<file path="src/rtl/sobel_thr_ctrl.sv">
// Per-frame edge counter and threshold controller for the Sobel filter.
// Define SOBEL_THR_STATS_EN to drive o_edge_count / o_frame_done.
module sobel_thr_ctrl #(
  parameter int unsigned THR_INIT = 200,
  parameter int unsigned THR_MIN  = 16,
  parameter int unsigned THR_MAX  = 2040,
  parameter int unsigned THR_STEP = 8,
  parameter int unsigned CNT_W    = 24
) (
  input  logic             i_clk,
  input  logic             i_rst_n,
  input  logic             i_vsyn,
  input  logic             i_en,
  input  logic             i_edge,
  input  logic             i_cfg_valid,
  output logic             o_cfg_ready,
  input  logic [1:0]       i_cfg_addr,
  input  logic [CNT_W-1:0] i_cfg_data,
  output logic [10:0]      o_threshold,
  output logic             o_thr_update,
  output logic [CNT_W-1:0] o_edge_count,
  output logic             o_frame_done
);

  typedef enum logic [1:0] {
    S_SYNC,
    S_COUNT,
    S_EVAL,
    S_APPLY
  } state_e;

  localparam logic [11:0] MIN12  = 12'(THR_MIN);
  localparam logic [11:0] MAX12  = 12'(THR_MAX);
  localparam logic [11:0] STEP12 = 12'(THR_STEP);
  localparam logic [11:0] DNLIM  = 12'(THR_MIN + THR_STEP);

  state_e           state_q, state_d;
  logic             vsyn_q;
  logic             rise;
  logic [CNT_W-1:0] cnt_q, cnt_d, cnt_up;
  logic [CNT_W-1:0] snap_q, snap_d;
  logic [10:0]      man_q;
  logic [CNT_W-1:0] lo_q, hi_q;
  logic             auto_q;
  logic [10:0]      nxt_q, nxt_thr, thr_q;
  logic             upd_q;
  logic             cfg_ready;
  logic             cfg_we;
  logic [11:0]      thr12, up12, man12;

  assign rise   = i_vsyn & ~vsyn_q;
  assign cnt_up = (i_en && i_edge && !(&cnt_q)) ? cnt_q + CNT_W'(1) : cnt_q;
  assign cfg_we = i_cfg_valid & cfg_ready;

  always_comb begin
    state_d   = state_q;
    cnt_d     = cnt_q;
    snap_d    = snap_q;
    cfg_ready = 1'b1;
    unique case (state_q)
      S_SYNC: begin
        cnt_d = '0;
        if (rise) state_d = S_COUNT;
      end
      S_COUNT: begin
        cnt_d = cnt_up;
        if (rise) begin
          snap_d  = cnt_up;
          cnt_d   = '0;
          state_d = S_EVAL;
        end
      end
      S_EVAL: begin
        cnt_d     = cnt_up;
        cfg_ready = 1'b0;
        state_d   = S_APPLY;
      end
      S_APPLY: begin
        cnt_d     = cnt_up;
        cfg_ready = 1'b0;
        state_d   = S_COUNT;
      end
      default: state_d = S_SYNC;
    endcase
  end

  assign thr12 = {1'b0, thr_q};
  assign up12  = thr12 + STEP12;
  assign man12 = {1'b0, man_q};

  // 12-bit arithmetic keeps the step sums clear of overflow before clamping
  always_comb begin
    nxt_thr = thr_q;
    if (!auto_q) begin
      if (man12 < MIN12)      nxt_thr = 11'(MIN12);
      else if (man12 > MAX12) nxt_thr = 11'(MAX12);
      else                    nxt_thr = man_q;
    end else if (snap_q > hi_q) begin
      nxt_thr = (up12 > MAX12) ? 11'(MAX12) : 11'(up12);
    end else if (snap_q < lo_q) begin
      nxt_thr = (thr12 <= DNLIM) ? 11'(MIN12) : 11'(thr12 - STEP12);
    end
  end

  always_ff @(posedge i_clk or negedge i_rst_n) begin
    if (!i_rst_n) begin
      state_q <= S_SYNC;
      vsyn_q  <= 1'b0;
      cnt_q   <= '0;
      snap_q  <= '0;
      nxt_q   <= 11'(THR_INIT);
      thr_q   <= 11'(THR_INIT);
      upd_q   <= 1'b0;
    end else begin
      state_q <= state_d;
      vsyn_q  <= i_vsyn;
      cnt_q   <= cnt_d;
      snap_q  <= snap_d;
      upd_q   <= (state_q == S_APPLY);
      if (state_q == S_EVAL)  nxt_q <= nxt_thr;
      if (state_q == S_APPLY) thr_q <= nxt_q;
    end
  end

  always_ff @(posedge i_clk or negedge i_rst_n) begin
    if (!i_rst_n) begin
      man_q  <= 11'(THR_INIT);
      lo_q   <= '0;
      hi_q   <= '1;
      auto_q <= 1'b0;
    end else if (cfg_we) begin
      unique case (i_cfg_addr)
        2'd0: man_q  <= i_cfg_data[10:0];
        2'd1: lo_q   <= i_cfg_data;
        2'd2: hi_q   <= i_cfg_data;
        2'd3: auto_q <= i_cfg_data[0];
        default: ;
      endcase
    end
  end

`ifdef SOBEL_THR_STATS_EN
  logic [CNT_W-1:0] ec_q;
  logic             fd_q;

  always_ff @(posedge i_clk or negedge i_rst_n) begin
    if (!i_rst_n) begin
      ec_q <= '0;
      fd_q <= 1'b0;
    end else begin
      fd_q <= (state_q == S_EVAL);
      if (state_q == S_EVAL) ec_q <= snap_q;
    end
  end

  assign o_edge_count = ec_q;
  assign o_frame_done = fd_q;
`else
  assign o_edge_count = '0;
  assign o_frame_done = 1'b0;
`endif

  assign o_cfg_ready  = cfg_ready;
  assign o_threshold  = thr_q;
  assign o_thr_update = upd_q;

endmodule

</file>
<file path="config.mk">
export PLATFORM = sky130hd
export DESIGN_NAME = sobel_thr_ctrl
export DESIGN_NICKNAME = d
export VERILOG_FILES = /design/src/rtl/sobel_thr_ctrl.sv
export SDC_FILE = /design/constraint.sdc
export NUM_CORES = 1
export LEC_CHECK = 0
export BUFFER_PORTS_ARGS = -buffer_cell sky130_fd_sc_hd__buf_2
export CORE_UTILIZATION = 53
export CTS_CLUSTER_DIAMETER = 120
export CTS_CLUSTER_SIZE = 30
export DETAILED_ROUTE_END_ITERATION = 10
export HOLD_SLACK_MARGIN = 0.03
export PLACE_DENSITY = 0.81
export REMOVE_ABC_BUFFERS = 1
export SKIP_CTS_REPAIR_TIMING = 1
export SLEW_MARGIN = 10
export SYNTH_ARGS = -nofsm -noshare
export SYNTH_HDL_FRONTEND = slang
export SYNTH_SLANG_ARGS = --single-unit
</file>
<file path="constraint.sdc">
create_clock -name i_clk -period 3.13 [get_ports i_clk]
set_input_delay 0.626 -clock i_clk [delete_from_list [all_inputs] [get_ports i_clk]]
set_output_delay 0.626 -clock i_clk [all_outputs]
set_load 0.01 [all_outputs]
</file>
## After elaboration in Yosys (flattened, before gate mapping)

Index checks and enable logic that the tools add are counted.

- Latch bits: 0
- Memory bits (read-only): 0
- Word-level logic and storage cells: 58
- Memories kept: 0
- RAM bits: 0
- Flip-flop bits (word level): 134
- Input bits: 32

- Bitwise logic cells: 3
- Reductions and logical operators: 13
- Multiply operators: 0
- Shifts and indexed selects: 0
- $lt $le $gt $ge: 6
- Add/subtract/negate cells: 3
- Equal/unequal tests: 8
- Muxes and demuxes: 14
- Div/mod/pow operators: 0

Operators by type and width:

| kind | count |
|---|---|
| $mux W11 | 7 |
| $pmux W24 S3 | 1 |
| $mux W24 | 2 |
| $add A24 B1 Y24 const B | 1 |
| $gt A24 B24 Y1 | 1 |
| $lt A24 B24 Y1 | 1 |
| $reduce_and A24 Y1 | 1 |
| $add A11 B4 Y12 const B | 1 |
| $gt A12 B11 Y1 const B | 1 |
| $reduce_and A2 Y1 | 6 |
| $gt A11 B11 Y1 const B | 1 |
| $le A11 B5 Y1 const B | 1 |
| $lt A11 B5 Y1 const B | 1 |
| $sub A11 B4 Y11 const B | 1 |
| $eq A2 B2 Y1 const B | 4 |
| $pmux W2 S4 | 1 |
| $eq A2 B1 Y1 const B | 2 |
| $logic_not A2 Y1 | 2 |
| $mux W2 | 2 |
| $ne A2 B2 Y1 const B | 2 |
| $and A1 B1 Y1 | 2 |
| $logic_and A1 B1 Y1 | 2 |
| $reduce_or A2 Y1 | 1 |
| $logic_not A1 Y1 | 1 |
| 2 further kinds | 2 |

## Longest topological paths before layout

Gate-level depths: netlist of the first run.

- Depth after elaboration: 6
- Mapped depth: 10
- Gate-level depth less buffers: 9

## Worst setup path after synthesis of the first run

Ideal clock, no wire load.

- Path type: reg-to-reg
- Start point: register hi_q[1]
- End point: register nxt_q[2]
- Path slack: 751 ps
- Data arrival time: 2253 ps
- Setup time: 126 ps
- Cell stages (with the launch flop): 10
- Path buffers: 0
- Path through: dfstp_2 -> inv_1 -> ha_1 -> nor2b_1 -> o211ai_1 -> a21oi_1 -> o311ai_1 -> a21o_1 -> a211oi_2 -> a221o_1

- Longest elaborated chain between the ends: 3

RTL lines:

| element | line | text |
|---|---|---|
| from (decl) | 43 | `logic [CNT_W-1:0] lo_q, hi_q;` |
| from (signal assigned) | 135 | `2'd2: hi_q <= i_cfg_data;` |
| $gt A24 B24 Y1 | 98 | `end else if (snap_q > hi_q) begin` |
| $mux W11 | 98 |  |
| $mux W11 | 94 | `if (!auto_q) begin` |
| to (signal assigned) | 111 | `nxt_q <= 11'(THR_INIT);` |
| to (signal assigned) | 120 | `if (state_q == S_EVAL) nxt_q <= nxt_thr;` |
| to (decl) | 45 | `logic [10:0] nxt_q, nxt_thr, thr_q;` |

No other way between the ends.
A chain may end at the register's enable or synchronous reset.

## Worst setup path after layout of the first run

- Start point: register hi_q[22]
- End point: register nxt_q[4]

The elaborated chain is that of the path after synthesis.

==> metrics.md, run 1 <==
| Metric | Value |
|---|---|
| Fill cells | `1,008` |
| Wire per inst | `~17 microns` |
| PortBufs | `44` |
| Async SR Flop Fraction | `100.0%` |
| # H-tree levels | `4` |
| Dominant synthesized flop cell | `dfrtp_1` |
| Syn avg cell area | `roughly 10 sq um` |
| Met1 GRT Util | `between 30 and 40%` |
| Gr usage total | `~25%` |
| Clock skew | `0.006971 ns` |
| Post-Route WL | `roughly 17,000 microns` |
| Setup violators final | `0` |
| Clock latency on the worst-skew pair | `between 0.4 and 0.5 ns` |
| Reg-to-reg critical path startpoint | `hi_q[22]` |
| CTS clock-pin slew for the worst setup and hold paths | `around 0.06 ns` |
| PwrDens | `about 900 mW/mm^2` |
| Mapped Cells | `~730` |
| Comb power frac | `between 30% and 40%` |
| Clk pwr share | `just under 30%` |
| F_max | `331.8 MHz` |
| Starting Density | `approximately 55%` |
| TritonCTS Buffers | `17` |
| Unrepaired setup endpoints after global routing | `no` |
| Critical setup path kind | `flop to flop` |
| CP Cell Sequence | `inv_1 -> ha_1 -> nand4_1 -> nor3_1 -> a221oi_1 -> nor3b_2 -> a211oi_1 -> a221oi_1 -> a221o_1` |
| Largest stage delay, worst path | `~0.5 ns` |
| Sequential share of power | `a little under two fifths` |
| Top cells by area, synth | `dfrtp_1 (34%), dfstp_2 (12%), ha_1 (9.5%)` |
| Share of cells above drive strength 1 | `between 20% and 30%` |
| CTS root buf | `clkbuf_16` |
| Switching share of total power | `~34%` |
| Drt first pass iters | `5` |
| Post-synth EDFFs | `0` |
| Sequential fraction of the synthesis area | `46.05%` |
| Vias in the first global route | `5,591` |
| CP dominant cell by count | `a221oi_1` |
| Crit end category | `flop` |
| Number of max-slew violations in the final report | `0` |
| Met3 usage | `under 10%` |
| Critical Path Start | `hi_q[22]` |
| Max Cap Viol | `0` |
| GRT busiest layer | `met2` |
| PnR worst setup slack | `about 0.12 ns` |
| Slew HR | `52.68%` |
| Largest net degree at the start of global routing | `66` |
| Synth Warn # | `0` |
| Final period util | `between 90% and 100%` |
| Hold crit path type | `input pin to async pin` |
| Place WS | `around 0.31 ns` |
| Vias | `5,578` |
| CP max stage cell | `dfstp_2` |
| Dpl hpwl | `around 11,000 microns` |
| First-pass GRT wire length | `28,140 microns` |
| Slew @ Worst Pin | `slightly above 0.7 ns` |
| Commonest non-fill, non-tap cell in the layout | `dfrtp_1` |
| Post-layout minimum cycle time | `3.014 ns` |
| Pleak | `between 3 and 4 nW` |
| Synth-to-layout area growth | `13.68%` |
| Distinct cells, synth | `just under 70` |
| Finished Cell Area | `between 0.008 and 0.009 sq mm` |
| Die extent in x | `~120 microns` |
| FF+latch count, synth | `134` |
| Clock Sinks | `134` |
| Diodes inserted | `0` |
| Synth top area share | `between 30% and 40%` |
| # DRC | `0` |
| CTS tree | `built` |
| Core area | `around 0.013 sq mm` |
| Antenna violations before repair | `0` |
| Antenna viol nets, final | `0` |
| Most frequent cells in the layout | `dfrtp_1 (101), nand2_1 (84), ha_1 (56)` |
| Synth area leader | `dfrtp_1` |
| Outcome | `completed` |
| Mapped cell area | `between 0.007 and 0.008 sq mm` |
| Maximum VDD drop | `0.0004841 V` |
| Placer Congestion | `about 0.92` |
| Site Rows | `42` |
| Net Switching | `2.583 mW` |
| Vias/cell | `5.780` |
| CTS max path bufs | `2` |
| Die height | `between 100 and 150 microns` |
| Startpoint types | `flop` |
| Crit path DAT | `~3.3 ns` |
| Gr ovfl total | `0` |
| Int Power | `between 4 and 5 mW` |
| Final Hold Fails | `0` |
| I/O pin cnt | `70` |
| Nets | `~860` |
| WP data required | `about 3.4 ns` |
| Die area | `~0.014 sq mm` |
| Placed instance area | `between 0.007 and 0.008 sq mm` |
| Met2 usage | `between 40% and 50%` |
| DRT iter0 DRCs | `between 400 and 500` |
| CP Max Fanout | `4` |
-- worst max-delay path, delay by kind of cell, from the launching register on --
family	cells	cell delay (ns)
and+or+nand+nor	3	0.98
AOI/OAI and AO/OA	4	1.03
buffers and inverters	1	0.05
DFF	1	0.51
adders and majority gates	1	0.33
-- synth_stat cells (2+ instances only) --
master,n
nand2_1,84
and2_1,7
o21ai_2,2
nand4_1,23
buf_4,25
nor4_1,3
a211oi_1,3
dfstp_2,33
nand3_1,18
o21ai_1,24
a21oi_1,24
ha_1,56
and3_1,10
o2bb2ai_1,3
or3_1,3
xor2_1,22
nor3_1,5
dfrtp_1,101
nor2_1,41
a221o_1,4
xnor2_1,5
o221ai_1,2
a21o_1,6
o211ai_1,4
a211oi_2,3
o311ai_1,2
o31a_1,3
nor3b_1,2
buf_2,2
o21ai_0,37
nor2b_1,3
and4_1,4
mux2_2,48
clkbuf_1,23
nand2b_1,4
mux2i_1,2
inv_1,55
a221oi_1,3
a41oi_1,2
-- power groups by stage --
| stage | registers, mW | logic, mW | clock network, mW |
|---|---|---|---|
| floorplan | 2.78 | 1.69 | 0 |
| global placement | 2.86 | 2.26 | 0 |
| detailed placement | 2.89 | 2.35 | 0 |
| CTS | 2.87 | 2.43 | 2.24 |
| global route | 2.96 | 2.71 | 2.33 |
| finish | 2.89 | 2.43 | 2.21 |
-- state kept, by name (all words and copies together) (netlist names) --
name,cells
man_q,11
hi_q,24
state_q,2
lo_q,24
cnt_q,24
nxt_q,11
o_thr_update,1
auto_q,1
vsyn_q,1
o_threshold,11
snap_q,24
-- logic make-up after synthesis --
| family | after synthesis | synth area share (%) |
|---|---|---|
| mux | 50 | 7.605 |
| xor+xnor | 27 | 3.208 |
| simple gates | 219 | 14.60 |
| flops | 134 | 46.05 |
| compound gates | 137 | 12.12 |
| buf+inv | 107 | 6.858 |
| fa+ha+maj | 56 | 9.506 |
| other cells | 1 | 0.05088 |
-- worst paths after layout --
kind	slack, ns	endpoint	cells past startpoint
worst max-delay path	0.12	nxt_q[4]	9
worst min-delay path	0.19	lo_q[19]	1
worst max register to register	0.12	nxt_q[4]	9
worst min register to register	0.49	nxt_q[7]	2
max in group asynchronous	2.14	hi_q[13]	2
min in group i_clk	0.33	vsyn_q	1
-- area by class of cell --
| type | instances | area, sq um | share of cell area, % |
|---|---|---|---|
| well taps | 176 | 220.2 | 2.628 |
| inverters | 55 | 206.4 | 2.464 |
| clock buffers | 20 | 466.7 | 5.570 |
| multi-input cells | 514 | 3566 | 42.56 |
| repair buffers | 54 | 326.6 | 3.897 |
| clock inverters | 12 | 198.9 | 2.374 |
| flip-flops and latches | 134 | 3395 | 40.51 |
-- metal layers --
layer	wire [microns]	up-vias
li1	-	2601
met3	938	45
met5	0	-
met4	502	0
met2	8215	210
met1	7113	2722
-- per-stage QoR --
stage          TNS, ns  power [mW]  hold slack, ns  util [%]  cells
3_5_place_dp         0       5.245          0.4837     57.56    933
6_report             0       7.539          0.1899     62.53    965
3_3_place_gp         0       5.125          0.4729     57.56    933
2_1_floorplan   -17.20       4.474          0.3304         -    703
5_1_grt              0       7.998          0.2388     62.53    965
4_1_cts              0       7.535          0.2187     62.53    965
Power figures use the tool's default switching activity.
==> run 2, diff against run 1 <==
- BUFFER_PORTS_ARGS: -buffer_cell sky130_fd_sc_hd__buf_2 -> -buffer_cell sky130_fd_sc_hd__buf_4
==> run 2 against run 1 <==
  * Sequential cell count unchanged
  * Wire length decreased by 2.2%
  * Via count decreased by 0.77%
  * Power decreased by 5.6%
  * Critical path depth unchanged
  * Count of clock-buffer cells in the layout increased by 3
==> metrics.md, run 2 (synthesized netlist as in run 1, its figures left out) <==
| Metric | Value |
|---|---|
| Outcome | `completed` |
| Fill cells | `1,061 (+5.3%)` |
| Hold crit path type | `input pin to async pin` |
| Worst r2r path cells | `9 (unchanged)` |
| PwrDens | `852.3 mW/mm^2 (-5.3%)` |
| Max Cap Viol | `0 (unchanged)` |
| Critical setup path kind | `flop to flop` |
| Reg-to-reg critical path startpoint | `hi_q[22]` |
| Pleak | `3.886 nW (-0.56%)` |
| Register area | `0.003395 sq mm (unchanged)` |
| CTS root buf | `clkbuf_16` |
| Starting Density | `55.00% (unchanged)` |
| PnR worst setup slack | `0.2046 ns (+0.08845 ns)` |
| Die extent in x | `119.9 microns (unchanged)` |
| Place WS | `0.2667 ns (-0.04638 ns)` |
| Die area | `0.01438 sq mm (unchanged)` |
| CP max stage cell | `dfstp_2` |
| Reg-to-Reg End | `nxt_q[4]` |
| Post-Route WL | `16,400 microns (-2.2%)` |
| Largest delay share family, worst path | `compound AO/OA/AOI/OAI gates` |
| Critical path depth in cells | `9 (unchanged)` |
| Total power | `7.117 mW (-5.6%)` |
| Gr ovfl total | `0 (unchanged)` |
| Placed instance area | `0.007829 sq mm (+1.5%)` |
| F_max | `341.8 MHz (+3.0%)` |
| Nets | `865 (+0.12%)` |
| PortBufs | `44 (unchanged)` |
| Dpl hpwl | `11,450 microns (+1.8%)` |
| Gr usage total | `24.14% (-0.97 points)` |
| Antenna viol nets, final | `0 (unchanged)` |
| Antenna violations before repair | `0 (unchanged)` |
| Hold slack | `0.1265 ns (-0.06342 ns)` |
| Crit path DAT | `3.22 ns (-0.09 ns)` |
| CP bufs+invs | `1 (unchanged)` |
| Post-layout minimum cycle time | `2.925 ns (-0.08845 ns)` |
| Slew HR | `53.19% (+0.51 points)` |
| Vias in the first global route | `5,432 (-2.8%)` |
| Startpoint types | `flop` |
| Vias | `5,535 (-0.77%)` |
| Number of max-slew violations in the final report | `0 (unchanged)` |
| CTS tree | `built` |
| Final period util | `93.46% (-2.8 points)` |
| CP Max Fanout | `4 (unchanged)` |
| Commonest non-fill, non-tap cell in the layout | `dfrtp_1` |
| Clock latency on the worst-skew pair | `0.42 ns (about the same)` |
| # H-tree levels | `4 (unchanged)` |
| First-pass GRT wire length | `27,100 microns (-3.7%)` |
| CTS max path bufs | `2 (unchanged)` |
| TritonCTS Buffers | `17 (unchanged)` |
| CP dominant cell by count | `a221oi_1` |
| Wire per inst | `16.97 microns (-2.3%)` |
| CTS clock-pin slew for the worst setup and hold paths | `0.06 ns (about the same)` |
| Setup violators final | `0 (unchanged)` |
| Largest stage delay, worst path | `0.51 ns (about the same)` |
| Largest net degree at the start of global routing | `60 (-9.1%)` |
| Vias/cell | `5.730 (-0.87%)` |
| Drt first pass iters | `5 (unchanged)` |
| DRT iter0 DRCs | `493 (+0.61%)` |
| Synth-to-layout area growth | `13.29%` |
| Most frequent cells in the layout | `dfrtp_1 (101), nand2_1 (84), ha_1 (56)` |
| Unrepaired setup endpoints after global routing | `no` |
| Clock skew | `0.007877 ns (+0.0009059 ns)` |
| WP data required | `3.43 ns (about the same)` |
| Clock Sinks | `134 (unchanged)` |
| Multi-input logic area | `0.003566 sq mm (unchanged)` |
| Site Rows | `42 (unchanged)` |
| Crit end category | `flop` |
| Core area | `0.01340 sq mm (unchanged)` |
| Die height | `119.9 microns (unchanged)` |
| Share of cells above drive strength 1 | `22.66% (-0.41 points)` |
| Diodes inserted | `0 (unchanged)` |
| Maximum VDD drop | `0.0004878 V (+0.76%)` |
| I/O pin cnt | `70 (unchanged)` |
| CP Cell Sequence | `inv_1 -> ha_1 -> nand4_1 -> nor3_1 -> a221oi_1 -> nor3b_2 -> a211oi_1 -> a221oi_1 -> a221o_1` |
| Final Hold Fails | `0 (unchanged)` |
| Placer Congestion | `0.9353 (+1.1%)` |
| # DRC | `0 (unchanged)` |
| Slew @ Worst Pin | `0.7004 ns (-0.007611 ns)` |
| Finished Cell Area | `0.008351 sq mm (-0.34%)` |
| FF-to-FF setup slack | `0.20 ns (+0.09 ns)` |
==> run 2: cell types whose count changed in the layout (fill, tap and decap cells not counted) <==
cell,previous run,this run
buf_2,43,0
buf_4,8,52
bufinv_16,5,0
clkbuf_1,0,4
clkbuf_8,3,2
clkinv_2,2,6
clkinvlp_4,4,2
==> run 2: where the power goes <==
part | internal [mW] | switching (mW)
Combinational | 1.10 | 1.36
Sequential | 2.43 | 0.460
Clock | 1.04 | 0.719
Total | 4.58 | 2.54
==> run 2: worst max-delay path by stage <==
stage / endpoint / from
after global routing: nxt_q[4] / hi_q[22]
after detailed placement: nxt_q[4] / hi_q[22]
after global placement: nxt_q[4] / hi_q[22]
after floorplan: hi_q[0] / state_q[0]
after CTS: nxt_q[4] / hi_q[22]
final: nxt_q[4] / hi_q[22]
==> run 2: layout make-up <==
cell class                 instances  area share (%)
clock inverter                     9          0.6443
sequential                       134           40.65
timing repair buffer              55           5.289
inverter                          55           2.472
tap                              176           2.637
multi-input combinational        514           42.70
clock buffer                      23           5.604
==> run 2: per-layer routing <==
| metal | vias up | part of all wire [%] | global-route usage [%] | wire length, microns |
|---|---|---|---|---|
| li1 | 2613 | - | - | - |
| met3 | 33 | 4.3 | 3.279 | 701 |
| met4 | 0 | 2.8 | 11.88 | 455 |
| met5 | - | 0 | 0 | 0 |
| met2 | 167 | 47 | 37.50 | 7786 |
| met1 | 2722 | 45 | 33.22 | 7453 |
==> run 2: metrics by stage <==
step | utilization, % | setup TNS, ns | instances
after floorplan | - | -17.20 | 703
after global placement | 58.42 | 0 | 934
after detailed placement | 58.42 | 0 | 934
after CTS | 62.32 | 0 | 966
after global routing | 62.32 | 0 | 966
final | 62.32 | 0 | 966
==> run 2: worst register-to-register path, cell delays in order (launching register included) <==
cell,delay (ns)
dfstp_2,0.51
inv_1,0.05
ha_1,0.32
nand4_1,0.19
nor3_1,0.44
a221oi_1,0.16
nor3b_2,0.21
a211oi_1,0.47
a221oi_1,0.18
a221o_1,0.29
